$ cat src/rtl/mac_table_init_gen.sv
// MAC-table initialiser: after reset or on a start pulse, walks every host MAC in the network
// and issues one update entry per host (dest MAC, outport, local/unlocal flag) over a
// ready/valid handshake. Reports busy/done status and the count of accepted entries.
module mac_table_init_gen #(
  parameter int unsigned P_OUTPORT_WIDTH = 4,
  parameter int unsigned P_TOR_NUM       = 8,
  parameter int unsigned P_HOST_PER_TOR  = 2,
  parameter int unsigned P_MYTOR_ADDR    = 0,
  parameter logic [47:0] P_MAC_BASE      = 48'h0,
  parameter int unsigned P_GAP           = 1,
  parameter bit          P_AUTO_START    = 1'b1
) (
  input  logic                       i_clk,
  input  logic                       i_rst,
  input  logic                       i_start,
  input  logic                       i_update_ready,
  output logic [47:0]                o_update_dest_mac,
  output logic [P_OUTPORT_WIDTH-1:0] o_update_outport,
  output logic                       o_update_flag,
  output logic                       o_update_valid,
  output logic                       o_busy,
  output logic                       o_done,
  output logic [15:0]                o_entry_cnt
);

  localparam int unsigned TorW  = (P_TOR_NUM > 1) ? $clog2(P_TOR_NUM) : 1;
  localparam int unsigned HostW = (P_HOST_PER_TOR > 1) ? $clog2(P_HOST_PER_TOR) : 1;

  typedef enum logic [1:0] {StIdle, StSend, StGap, StDone} state_e;

  state_e                     state_q, state_d;
  logic [TorW-1:0]            tor_q, tor_d;
  logic [HostW-1:0]           host_q, host_d;
  logic [47:0]                mac_q, mac_d;      // MAC of the entry at (tor_q, host_q)
  logic [31:0]                gap_cnt_q, gap_cnt_d;
  logic                       auto_q, auto_d;
  logic                       valid_q, valid_d;
  logic [47:0]                dest_q, dest_d;
  logic [P_OUTPORT_WIDTH-1:0] port_q, port_d;
  logic                       flag_q, flag_d;
  logic                       busy_q, busy_d;
  logic                       done_q, done_d;
  logic [15:0]                cnt_q, cnt_d;

  logic             host_wrap;
  logic             last_entry;
  logic [TorW-1:0]  tor_nxt;
  logic [HostW-1:0] host_nxt;

  // Local hosts use their host index as outport; remote ToRs are reached via the ToR index.
  function automatic logic [P_OUTPORT_WIDTH-1:0] entry_port(input logic [TorW-1:0]  tor,
                                                            input logic [HostW-1:0] host);
    if (tor == TorW'(P_MYTOR_ADDR)) return P_OUTPORT_WIDTH'(host);
    else                            return P_OUTPORT_WIDTH'(tor);
  endfunction

  // Index walk: host index runs fastest and wraps, then the ToR index steps.
  always_comb begin
    host_wrap  = (host_q == HostW'(P_HOST_PER_TOR - 1));
    last_entry = host_wrap && (tor_q == TorW'(P_TOR_NUM - 1));
    host_nxt   = host_wrap ? '0 : host_q + HostW'(1);
    tor_nxt    = host_wrap ? tor_q + TorW'(1) : tor_q;
  end

  // Next-state logic for the sequencer and its registered outputs.
  always_comb begin
    state_d   = state_q;
    tor_d     = tor_q;
    host_d    = host_q;
    mac_d     = mac_q;
    gap_cnt_d = gap_cnt_q;
    auto_d    = auto_q;
    valid_d   = valid_q;
    dest_d    = dest_q;
    port_d    = port_q;
    flag_d    = flag_q;
    busy_d    = busy_q;
    done_d    = done_q;
    cnt_d     = cnt_q;

    unique case (state_q)
      StIdle, StDone: begin
        // Start is only honoured when not busy; auto-start fires once after reset.
        if (i_start || (state_q == StIdle && auto_q)) begin
          auto_d  = 1'b0;
          state_d = StSend;
          tor_d   = '0;
          host_d  = '0;
          mac_d   = P_MAC_BASE + 48'd1;
          cnt_d   = '0;
          done_d  = 1'b0;
          busy_d  = 1'b1;
          valid_d = 1'b1;
          dest_d  = P_MAC_BASE + 48'd1;
          port_d  = entry_port('0, '0);
          flag_d  = (TorW'(0) != TorW'(P_MYTOR_ADDR));
        end
      end

      StSend: begin
        if (i_update_ready) begin
          cnt_d = cnt_q + 16'd1;
          if (last_entry) begin
            state_d = StDone;
            valid_d = 1'b0;
            dest_d  = '0;
            port_d  = '0;
            flag_d  = 1'b0;
            busy_d  = 1'b0;
            done_d  = 1'b1;
          end else begin
            tor_d  = tor_nxt;
            host_d = host_nxt;
            mac_d  = mac_q + 48'd1;
            if (P_GAP == 0) begin
              dest_d = mac_q + 48'd1;
              port_d = entry_port(tor_nxt, host_nxt);
              flag_d = (tor_nxt != TorW'(P_MYTOR_ADDR));
            end else begin
              state_d   = StGap;
              gap_cnt_d = '0;
              valid_d   = 1'b0;
              dest_d    = '0;
              port_d    = '0;
              flag_d    = 1'b0;
            end
          end
        end
      end

      StGap: begin
        if (gap_cnt_q == 32'(P_GAP - 1)) begin
          state_d = StSend;
          valid_d = 1'b1;
          dest_d  = mac_q;
          port_d  = entry_port(tor_q, host_q);
          flag_d  = (tor_q != TorW'(P_MYTOR_ADDR));
        end else begin
          gap_cnt_d = gap_cnt_q + 32'd1;
        end
      end

      default: state_d = StIdle;
    endcase
  end

  // State and output registers; reset clears everything and re-arms auto-start.
  always_ff @(posedge i_clk or posedge i_rst) begin
    if (i_rst) begin
      state_q   <= StIdle;
      tor_q     <= '0;
      host_q    <= '0;
      mac_q     <= '0;
      gap_cnt_q <= '0;
      auto_q    <= P_AUTO_START;
      valid_q   <= 1'b0;
      dest_q    <= '0;
      port_q    <= '0;
      flag_q    <= 1'b0;
      busy_q    <= 1'b0;
      done_q    <= 1'b0;
      cnt_q     <= '0;
    end else begin
      state_q   <= state_d;
      tor_q     <= tor_d;
      host_q    <= host_d;
      mac_q     <= mac_d;
      gap_cnt_q <= gap_cnt_d;
      auto_q    <= auto_d;
      valid_q   <= valid_d;
      dest_q    <= dest_d;
      port_q    <= port_d;
      flag_q    <= flag_d;
      busy_q    <= busy_d;
      done_q    <= done_d;
      cnt_q     <= cnt_d;
    end
  end

  assign o_update_valid    = valid_q;
  assign o_update_dest_mac = dest_q;
  assign o_update_outport  = port_q;
  assign o_update_flag     = flag_q;
  assign o_busy            = busy_q;
  assign o_done            = done_q;
  assign o_entry_cnt       = cnt_q;

endmodule
$ cat config.mk
export PLATFORM = sky130hd
export DESIGN_NAME = mac_table_init_gen
export DESIGN_NICKNAME = d
export VERILOG_FILES = /design/src/rtl/mac_table_init_gen.sv
export SDC_FILE = /design/constraint.sdc
export NUM_CORES = 1
export LEC_CHECK = 0
export ABC_AREA = 1
export CORE_UTILIZATION = 50
export DETAILED_ROUTE_END_ITERATION = 10
export HOLD_SLACK_MARGIN = 0.06
export PLACE_DENSITY = 0.72
export SLEW_MARGIN = 25
export SYNTH_ARGS = -nofsm -noshare
export SYNTH_HDL_FRONTEND = slang
export SYNTH_SLANG_ARGS = --single-unit
$ cat constraint.sdc
create_clock -name i_clk -period 9.9 [get_ports i_clk]
set_input_delay 1.98 -clock i_clk [delete_from_list [all_inputs] [get_ports i_clk]]
set_output_delay 1.98 -clock i_clk [all_outputs]
set_load 0.005 [all_outputs]
# --- Word-level counts from Yosys, hierarchy flattened ---
# Cells that the tools add are included.
totals:
  ff_bits: 159
  in_bits: 4
  output_inout_bits: 72
  elab_cells: 92
classes:
  add_sub_neg: 5
  n_eq_ne: 11
  n_mux: 46
  n_reduce_logical: 17
ops:
  columns: ["op", "n"]
  rows:
  - ["$mux W48", 5]
  - ["$pmux W48 S3", 1]
  - ["$mux W32", 3]
  - ["$pmux W48 S2", 1]
  - ["$pmux W32 S2", 1]
  - ["$add A48 B1 Y48 const B", 1]
  - ["$add A32 B1 Y32 const B", 1]
  - ["$logic_not A32 Y1", 1]
  - ["$mux W16", 2]
  - ["$pmux W16 S2", 1]
  - ["$add A16 B1 Y16 const B", 1]
  - ["$mux W3", 5]
  - ["$ne A2 B2 Y1 const B", 7]
  - ["$mux W1", 13]
  - ["$mux W4", 3]
  - ["$pmux W4 S3", 1]
  - ["$reduce_and A4 Y1", 3]
  - ["$mux W2", 3]
  - ["$pmux W1 S2", 3]
  - ["$pmux W1 S3", 2]
  - ["$pmux W2 S3", 1]
  - ["$pmux W3 S2", 1]
  - ["$reduce_and A3 Y1", 2]
  - ["$reduce_and A5 Y1", 1]
  - ["other kinds (13)", 16]

# --- Logic depth before layout (Yosys ltp) ---
# Gate-level depths: netlist of the first run.
depth:
  word_depth: 5
  ltp_mapped: 14
  ltp_nobuf: 13

# --- Least setup slack after synthesis of the first run ---
# Ideal clock, no wire load.
synth_timing:
  kind: "input port to flip-flop"
  startpoint: "in i_start"
  endpoint: "reg dest_q[16] (netlist: o_update_dest_mac[16])"
  arrival_time_ns: 2.814
  t_required_ns: 9.766
  path_slack_ns: 6.952
  cell_stages: 7
  path_buffers: 1
  path_cell_list: "inv_1 > nand3_2 > nand2_2 > inv_2 > nand2_2 > buf_1 > o21ai_0"
synth_between:
  elab_chain_cells: 3
synth_lines:
  columns: ["element", "line", "text"]
  rows:
  - ["start, declared", "15", "input logic i_start,"]
  - ["$logic_or A1 B1 Y1", "84", "if (i_start || (state_q == StIdle && auto_q)) begin"]
  - ["$ne A2 B2 Y1 (no line)", null, null]
  - ["$reduce_and A3 Y1 (no line)", null, null]
  - ["end signal, assigned", "171", "dest_q <= dest_d;"]
  - ["end, declared", "38", "logic [47:0] dest_q, dest_d;"]
# Every way passes these cells.
# A chain may end at the register's enable or synchronous reset.

# --- Worst setup path after layout of the first run ---
layout_timing:
  startpoint: "in i_update_ready"
  endpoint: "reg mac_q[43]"
layout_between:
  elab_chain_cells: 2
layout_lines:
  columns: ["element", "line", "text"]
  rows:
  - ["start, declared", "16", "input logic i_update_ready,"]
  - ["$ne A2 B2 Y1 (no line)", null, null]
  - ["$reduce_and A4 Y1 (no line)", null, null]
  - ["end signal, assigned", "167", "mac_q <= mac_d;"]
  - ["end, declared", "34", "logic [47:0] mac_q, mac_d;"]
# Every way passes these cells.

==> results of run 1 <==
[registers in the layout, summed over array words and instances, names as in the netlist, 2 cells and up]
| name | cells |
|---|---|
| mac_q | 48 |
| o_update_dest_mac | 48 |
| gap_cnt_q | 32 |
| o_entry_cnt | 16 |
| o_update_outport | 3 |
| tor_q | 3 |
| state_q | 2 |
[metrics by stage]
| step | area [µm²] | instances | utilization (%) |
|---|---|---|---|
| after floorplan | 9022 | 1295 | - |
| after global placement | 9891 | 1558 | 56.59 |
| after detailed placement | 9891 | 1558 | 56.59 |
| after CTS | 10490 | 1590 | 60.04 |
| after global routing | 10520 | 1590 | 60.17 |
| final | 10520 | 1590 | 60.17 |
[cell families (layout without fill, tap and decap cells)]
kind of cell             count (synthesis)  count (layout)  share of synthesized area (%)
other                                    1               1                        0.04156
AND/OR/NAND/NOR                        841             841                          39.20
flip-flops                             158             158                          43.84
XOR/XNOR                                17              17                          1.650
AO/OA/AOI/OAI                          117             117                          7.031
adder cells (fa/ha/maj)                 10              10                          1.387
buffers and inverters                  151             221                          6.851
[worst min-delay path by stage]
stage,from,end,slack (ps),cells past startpoint
6_report,auto_q,auto_q,450,2
5_1_grt,auto_q,auto_q,470,2
4_1_cts,auto_q,auto_q,460,2
2_1_floorplan,auto_q,auto_q,420,2
3_5_place_dp,auto_q,auto_q,450,2
3_3_place_gp,auto_q,auto_q,430,2
[cell type report]
cell class,count,area [µm²]
fillers,1603,6960
flip-flops and latches,158,3955
inverters,111,426.7
well taps,225,281.5
clock buffers,23,478.0
multi-input cells,986,4476
clock inverters,9,125.1
repair buffers,78,774.5
[per-layer routing]
| metal | vias to the layer above | share of wire, % |
|---|---|---|
| met3 | 27 | 5.0 |
| met1 | 3916 | 47 |
| met4 | 0 | 1.5 |
| li1 | 4216 | - |
| met2 | 190 | 47 |
| met5 | - | 0 |
[power groups by stage]
stage	sequential (mW)	clock, mW	combinational [mW]
2_1_floorplan	0.717	0	0.438
3_3_place_gp	0.723	0	0.552
3_5_place_dp	0.724	0	0.556
4_1_cts	0.712	0.686	0.558
5_1_grt	0.718	0.717	0.626
6_report	0.713	0.681	0.561
[synthesized netlist by cell type, drive strengths merged, types with 10 or more instances]
cell      n  area share [%]
nand2   456              19
nor2    227              10
dfrtp   157              44
inv     111             4.7
nand3    94             5.3
o21ai    84             4.9
a21oi    27             1.7
nand4    27             1.9
nor3     22             1.5
clkbuf   21            0.89
buf      19             1.3
xor2     14             1.4
ha       10             1.4
[worst max-delay path, stage by stage]
cell and delay [ps]:
sky130_fd_sc_hd__clkdlybuf4s50_1 450, sky130_fd_sc_hd__inv_1 40, sky130_fd_sc_hd__nand2_1 110, sky130_fd_sc_hd__nand3_2 560
sky130_fd_sc_hd__inv_2 440, sky130_fd_sc_hd__nand2_1 150, sky130_fd_sc_hd__nor2_1 140, sky130_fd_sc_hd__nand2_1 80
sky130_fd_sc_hd__nand2_1 60, sky130_fd_sc_hd__nand2_1 60, sky130_fd_sc_hd__nor2_1 100
==> flow_summary.toml, run 1 <==
[status]
outcome = "finished, final reports clean"

[critical_path]
critical_path.max_fanout = 22
r2r.worst_path.cells = 12
worst_setup_path_end_kind = "register"
startpoint_type = "input pin"
critical_path_arrival_ps = 4180
setup.reg_to_reg.worst_slack_ps = 6690
worst_ep_required_time_ps = 10260
timing.critical_path.to = "mac_q[43]"
cp-startpoint = "i_update_ready"
critPathKind = "in2reg"
regToRegStartpoint = "state_q[1]"
r2r_end = "mac_q[43]"

[min_path]
worst_hold_path_type = "reg2reg"

[timing]
setup_tns_ps = 0
fin_crit_ps = 3822
grt_setup_unrepaired = "false"
finalMaxSlewViolations = 0
final_hold_viol_count = 0
tightestPinTransition_ps = 902.7
post-route-worst-setup-slack_ps = 6078
timing.fmax_mhz = 261.6
worst_rel_slew_slack_pct = 39.82
fraction_of_the_cycle_the_final_worst_path_needs_pct = 38.61
setup_viol = 0
clock-skew-final_ps = 13.67
whs_ps = 453.3

[die]
initial_core_util_pct = 51.63
floorplan_core_area_um2 = 17480
std_cell_rows = 48
dieHeight_um = 136.3
top_level_port_count = 76
dieArea_um2 = 18590
die-width_um = 136.3

[grt]
globalRouteMet2Util_pct = 43.68
grtUsageMet3_pct = 5.220
globalRoute.busiestLayer = "met2"
wire_length_of_the_first_global_routing_pass_mm = 38.70
global_route.usage.total_pct = 26.53
grt_util_met1_pct = 35.43
grt_overflow = 0
antenna_found_initial = 0
grt_max_degree = 109
first_global_vias = 8011

[clock_network]
post_cts.repair.setup_buffers = 0
insertion_delay_ps = 430
cts_max_level = 4
number_of_clock_buffers_inserted_by_tritoncts = 17
path_clk_slew_ps = 70
clock-sinks = 158
cts_tree = "yes"
cts.hold.buffers_added = 0
post_cts_resized = 0
root_buffer = "sky130_fd_sc_hd__clkbuf_16"
max-clock-path-buffers = 2

[yosys]
synth_cell_type_count = 43
edff_count_synth = 0
synth.yosys.seq_area_share_pct = 43.84
synth_warnings = 0
synth_ff_type = "sky130_fd_sc_hd__dfrtp_1"
netlist_area_um2 = 9022
synth-async-reset-ratio_pct = 100.0
synth_fp_nets = 1309
postSynthAreaPerCell_um2 = 6.967
postSynthRegisterBits = 158
syn-instance-count = 1295

[cells_and_area]
fraction_of_layout_cells_with_a_size_suffix_above_1_pct = 5.348
layout.cells.most_common = "sky130_fd_sc_hd__nand2_1"
antenna_diodes = 0
most-common-layout-cells = "sky130_fd_sc_hd__nand2_1 (452), sky130_fd_sc_hd__nor2_1 (212), sky130_fd_sc_hd__dfrtp_1 (157), sky130_fd_sc_hd__inv_1 (105), sky130_fd_sc_hd__nand3_1 (92)"
final_net_count = 1366
layout-area-overhead-vs-synth_pct = 16.56

[detailed_routing]
drcViolationCount = 0
route.antenna.remaining_nets = 0
detail_route.wl_per_cell_um = 14.43
postRouteWirelength_mm = 22.95
vias_per_cell = 5.251
via_count = 8349
drt-pass1-iter-count = 5
dr.first_iter.drc_count = 659

[power_and_ir_drop]
power.static_leakage_nw = 4.603
pwr-share-comb_pct = 28.7
ir_worst_vdd_uv = 180.1
seq_power_share_pct = 36.5
power.share.switching_pct = 38.34
power.switching_mw = 0.7494
p_per_area_nw_per_um2 = 185.9
power_report.internal_total_mw = 1.205
finalPower_mw = 1.955
clock_power_share_pct = 34.8

[job]
cap_violations = 0

[place]
place.detailed.hpwl_mm = 15.67
gp_routability_congestion = 0.8939
pre_cts_slack_ps = 5644
placement.io_buffers = 74
(Power assumes the default switching activity.)
==> run 2: changes to the inputs <==
PLACE_DENSITY = 0.75   (was 0.72)
clock period = 3.3 ns   (was 9.9 ns; I/O delays follow)
==> flow_summary.toml, run 2 (synthesis results as in run 1) <==
[status]
outcome = "finished, final reports clean"

[clock_network]
clock-sinks = 158
cts_tree = "yes"
cts.hold.buffers_added = 0
post_cts.repair.setup_buffers = 0
cts_max_level = 4
root_buffer = "sky130_fd_sc_hd__clkbuf_16"
post_cts_resized = 0
max-clock-path-buffers = 2
insertion_delay_ps = 430
path_clk_slew_ps = 70
number_of_clock_buffers_inserted_by_tritoncts = 17

[power_and_ir_drop]
clock_power_share_pct = 33.7
ir_worst_vdd_uv = 496.5
pwr-share-comb_pct = 30.0
p_per_area_nw_per_um2 = 555.2
power_report.internal_total_mw = 3.607
power.static_leakage_nw = 4.648
seq_power_share_pct = 36.3
power.share.switching_pct = 38.71
power.switching_mw = 2.278

[detailed_routing]
postRouteWirelength_mm = 22.45
drcViolationCount = 0
dr.first_iter.drc_count = 646
route.antenna.remaining_nets = 0
via_count = 8406
drt-pass1-iter-count = 8
detail_route.wl_per_cell_um = 14.04
vias_per_cell = 5.257

[timing]
fraction_of_the_cycle_the_final_worst_path_needs_pct = 80.14
grt_setup_unrepaired = "false"
setup_viol = 0
fin_crit_ps = 2645
tightestPinTransition_ps = 977.7
worst_rel_slew_slack_pct = 34.42
post-route-worst-setup-slack_ps = 655.4
finalMaxSlewViolations = 0
timing.fmax_mhz = 378.1
final_hold_viol_count = 0
clock-skew-final_ps = 14.01
setup_tns_ps = 0

[cells_and_area]
final_net_count = 1375
fraction_of_layout_cells_with_a_size_suffix_above_1_pct = 6.114
layout-area-overhead-vs-synth_pct = 17.49
antenna_diodes = 0
most-common-layout-cells = "sky130_fd_sc_hd__nand2_1 (452), sky130_fd_sc_hd__nor2_1 (212), sky130_fd_sc_hd__dfrtp_1 (157), sky130_fd_sc_hd__inv_1 (105), sky130_fd_sc_hd__nand3_1 (92)"
final.fill_count = 1588
multi_input_area_um2 = 4457
register_area_um2 = 3955
layout.cells.most_common = "sky130_fd_sc_hd__nand2_1"

[critical_path]
cp-startpoint = "state_q[0]"
crit_path_cell_trace = "inv_1 > ha_2 > clkinv_1 > o21ai_0 > o21ai_1"
cp_top_family = "buffers and inverters"
cp_num_buf_inv = 2
worst_ep_required_time_ps = 3600
regToRegStartpoint = "state_q[0]"
critical_path.max_fanout = 32
worst_setup_path_end_kind = "register"
critPathKind = "reg2reg"
critical_path.max_stage_delay_ps = 930
critical_path_arrival_ps = 2950
startpoint_type = "register"
slowest_stage = "sky130_fd_sc_hd__clkinv_1"

[grt]
antenna_found_initial = 0
wire_length_of_the_first_global_routing_pass_mm = 37.91
grt_max_degree = 64
global_route.usage.total_pct = 25.81
first_global_vias = 7959
grt_overflow = 0

[die]
die-width_um = 136.3
initial_core_util_pct = 51.63
std_cell_rows = 48
top_level_port_count = 76
dieHeight_um = 136.3
floorplan_core_area_um2 = 17480
dieArea_um2 = 18590

[min_path]
hold_path_startpoint = "auto_q"
worst_hold_path_type = "reg2reg"

[place]
placement.io_buffers = 74
gp_routability_congestion = 0.9470
place.detailed.hpwl_mm = 15.99
pre_cts_slack_ps = 903.9

[job]
cap_violations = 0
==> run 2: cell count changes in the layout (fill, tap and decap cells not counted), sizes merged <==
cell,previous run,this run
buf,4,13
inv,115,114
clkbuf,23,20
clkinvlp,1,4
bufinv,2,1
clkinv,2,4
==> run 2: path summary, 6_finish.rpt <==
check                                       end  slack (ps)  cells past startpoint
setup / recovery           o_update_dest_mac[0]         660                      5
hold / removal                           auto_q         450                      2
setup reg to reg           o_update_dest_mac[0]         660                      5
hold reg to reg                          auto_q         450                      2
max in group asynchronous                auto_q        1930                      3
min in group asynchronous  o_update_dest_mac[5]         670                      2
==> run 2: cell type report <==
class | count | area share (%)
multi-input cells | 986 | 42.04
repair buffers | 87 | 8.381
flip-flops and latches | 158 | 37.31
clock buffers | 20 | 4.403
inverters | 111 | 4.013
well taps | 225 | 2.656
clock inverters | 12 | 1.192
==> run 2: worst register-to-register path, cell delays in order, from the launching register on <==
cell,delay [ps]
sky130_fd_sc_hd__dfrtp_1,400
sky130_fd_sc_hd__inv_1,90
sky130_fd_sc_hd__ha_2,540
sky130_fd_sc_hd__clkinv_1,940
sky130_fd_sc_hd__o21ai_0,450
sky130_fd_sc_hd__o21ai_1,120
==> run 2: power by group through the flow <==
stage	combinational [mW]	clock (mW)	sequential (mW)
after global placement	1.75	0	2.17
final	1.77	1.98	2.14
after CTS	1.78	2.01	2.14
after detailed placement	1.77	0	2.17
after floorplan	1.31	0	2.15
after global routing	1.96	2.09	2.15
==> run 2: through the flow <==
stage	area, µm²	power, mW	util [%]	hold WS [ps]	std cells
after floorplan	9026	3.467	-	424.0	1295
after global placement	10010	3.915	57.26	434.7	1567
after detailed placement	10010	3.940	57.26	444.1	1567
after CTS	10600	5.924	60.65	455.1	1599
after global routing	10600	6.196	60.65	472.0	1599
final	10600	5.885	60.65	453.5	1599
==> run 2: metal layers <==
metal / GRT usage [%] / wire (µm) / vias to the layer above
li1: - / - / 4232
met3: 4.512 / 961 / 28
met5: 0 / 0 / -
met2: 42.47 / 10790 / 222
met1: 34.27 / 10320 / 3924
met4: 8.580 / 384 / 0
==> run 3: changes to the inputs <==
PLACE_DENSITY = 0.72   (was 0.75)
clock period = 2.7 ns   (was 3.3 ns; I/O delays follow)
==> flow_summary.toml, run 3 (synthesis results as in run 1) <==
[status]
outcome = "finished, final reports clean"

[detailed_routing]
route.antenna.remaining_nets = 0
detail_route.wl_per_cell_um = 14.43
drt-pass1-iter-count = 5
dr.first_iter.drc_count = 621
drcViolationCount = 0
postRouteWirelength_mm = 23.11
via_count = 8422
vias_per_cell = 5.260

[critical_path]
cp-startpoint = "state_q[1]"
worst_ep_required_time_ps = 3060
critical_path_arrival_ps = 2700
cpMostUsedCell = "sky130_fd_sc_hd__nand2_1"
critPathKind = "reg2reg"
crit_path_cell_trace = "inv_1 > ha_1 > nand2_1 > nand2_1 > nand3_2 > inv_2 > nand2_1 > nor2_1 > nand2_1 > nand2_1 > nand2_1 > nor2_1"
slowest_stage = "sky130_fd_sc_hd__dfrtp_1"
critical_path.max_stage_delay_ps = 400
regToRegStartpoint = "state_q[1]"
worst_setup_path_end_kind = "register"
startpoint_type = "register"
critical_path.max_fanout = 14

[job]
cap_violations = 0

[die]
dieArea_um2 = 18590
initial_core_util_pct = 51.63
top_level_port_count = 76
floorplan_core_area_um2 = 17480
dieHeight_um = 136.3
std_cell_rows = 48
die-width_um = 136.3

[clock_network]
number_of_clock_buffers_inserted_by_tritoncts = 17
insertion_delay_ps = 430
clock-sinks = 158
post_cts_resized = 0
cts.hold.buffers_added = 0
max-clock-path-buffers = 2
post_cts.repair.setup_buffers = 0
root_buffer = "sky130_fd_sc_hd__clkbuf_16"
path_clk_slew_ps = 70
cts_tree = "yes"
cts_max_level = 4

[min_path]
worst_hold_path_type = "in2async"

[cells_and_area]
antenna_diodes = 0
register_area_um2 = 3955
final_net_count = 1377
final.fill_count = 1592
layout.cells.most_common = "sky130_fd_sc_hd__nand2_1"
fraction_of_layout_cells_with_a_size_suffix_above_1_pct = 6.032
multi_input_area_um2 = 4457
layout-area-overhead-vs-synth_pct = 17.68
most-common-layout-cells = "sky130_fd_sc_hd__nand2_1 (452), sky130_fd_sc_hd__nor2_1 (212), sky130_fd_sc_hd__dfrtp_1 (157), sky130_fd_sc_hd__inv_1 (106), sky130_fd_sc_hd__nand3_1 (92)"

[timing]
final_hold_viol_count = 0
fraction_of_the_cycle_the_final_worst_path_needs_pct = 86.73
finalMaxSlewViolations = 0
worst_rel_slew_slack_pct = 63.74
setup_viol = 0
grt_setup_unrepaired = "false"
clock-skew-final_ps = 9.794
timing.fmax_mhz = 427.1
fin_crit_ps = 2342
setup_tns_ps = 0
tightestPinTransition_ps = 543.9

[grt]
antenna_found_initial = 0
global_route.usage.total_pct = 26.48
first_global_vias = 7775
wire_length_of_the_first_global_routing_pass_mm = 38.50
grt_overflow = 0
grt_max_degree = 104

[place]
placement.io_buffers = 74
gp_routability_congestion = 0.9344
place.detailed.hpwl_mm = 16.74

[power_and_ir_drop]
ir_worst_vdd_uv = 536.5
power.static_leakage_nw = 4.656
p_per_area_nw_per_um2 = 687.5
finalPower_mw = 7.300
## run 3: cell count changes in the layout (fill, tap and decap cells not counted), sizes merged
cell,previous run,this run
buf,13,15
bufinv,1,2
clkbuf,20,21
clkinvlp,4,3
inv,114,113
## run 3: final timing paths
path | to | slack [ps] | depth (start not counted)
max | mac_q[43] | 360 | 12
min | gap_cnt_q[0] | 410 | 2
max reg2reg | mac_q[43] | 360 | 12
min reg2reg | auto_q | 450 | 2
max in group asynchronous | o_update_dest_mac[36] | 1490 | 3
min in group i_clk | auto_q | 450 | 2
## run 3: area by class of cell
cell class                 instances  share of cell area, %
multi-input combinational        986                  41.97
inverter                         111                  4.007
sequential                       158                  37.25
timing repair buffer              89                  8.626
tap                              225                  2.651
clock buffer                      21                  4.242
clock inverter                    11                  1.249
## run 3: per-layer routing
layer / global-route usage, % / part of all wire, % / vias to the layer above / wire [µm]
met5: 0 / 0 / - / 0
met4: 6.605 / 1.4 / 0 / 326
met3: 4.922 / 4.5 / 22 / 1037
met2: 42.92 / 47 / 199 / 10840
met1: 36.38 / 47 / 3956 / 10900
li1: - / - / 4245 / -
## run 3: worst max-delay path: cells and delay by family (launching register included)
kind          cells  cell delay, ps
flops             1             400
simple gates      9            1090
buf+inv           2             400
fa+ha+maj         1             380
## run 3: stage by stage
step | hold WS (ps) | worst slack (ps) | instance area [µm²] | utilization [%] | std cells
2_1_floorplan | 424.0 | 160.0 | 9026 | - | 1295
3_3_place_gp | 432.5 | 343.1 | 10030 | 57.42 | 1569
3_5_place_dp | 434.5 | 324.6 | 10030 | 57.42 | 1569
4_1_cts | 404.3 | 352.8 | 10620 | 60.75 | 1601
5_1_grt | 418.9 | 141.8 | 10620 | 60.75 | 1601
6_report | 409.0 | 358.4 | 10620 | 60.75 | 1601
## run 3: power breakdown
group          switching, mW  total [mW]  internal (mW)
sequential             0.105        2.61           2.50
combinational           1.66        2.28          0.625
clock                   1.01        2.41           1.40
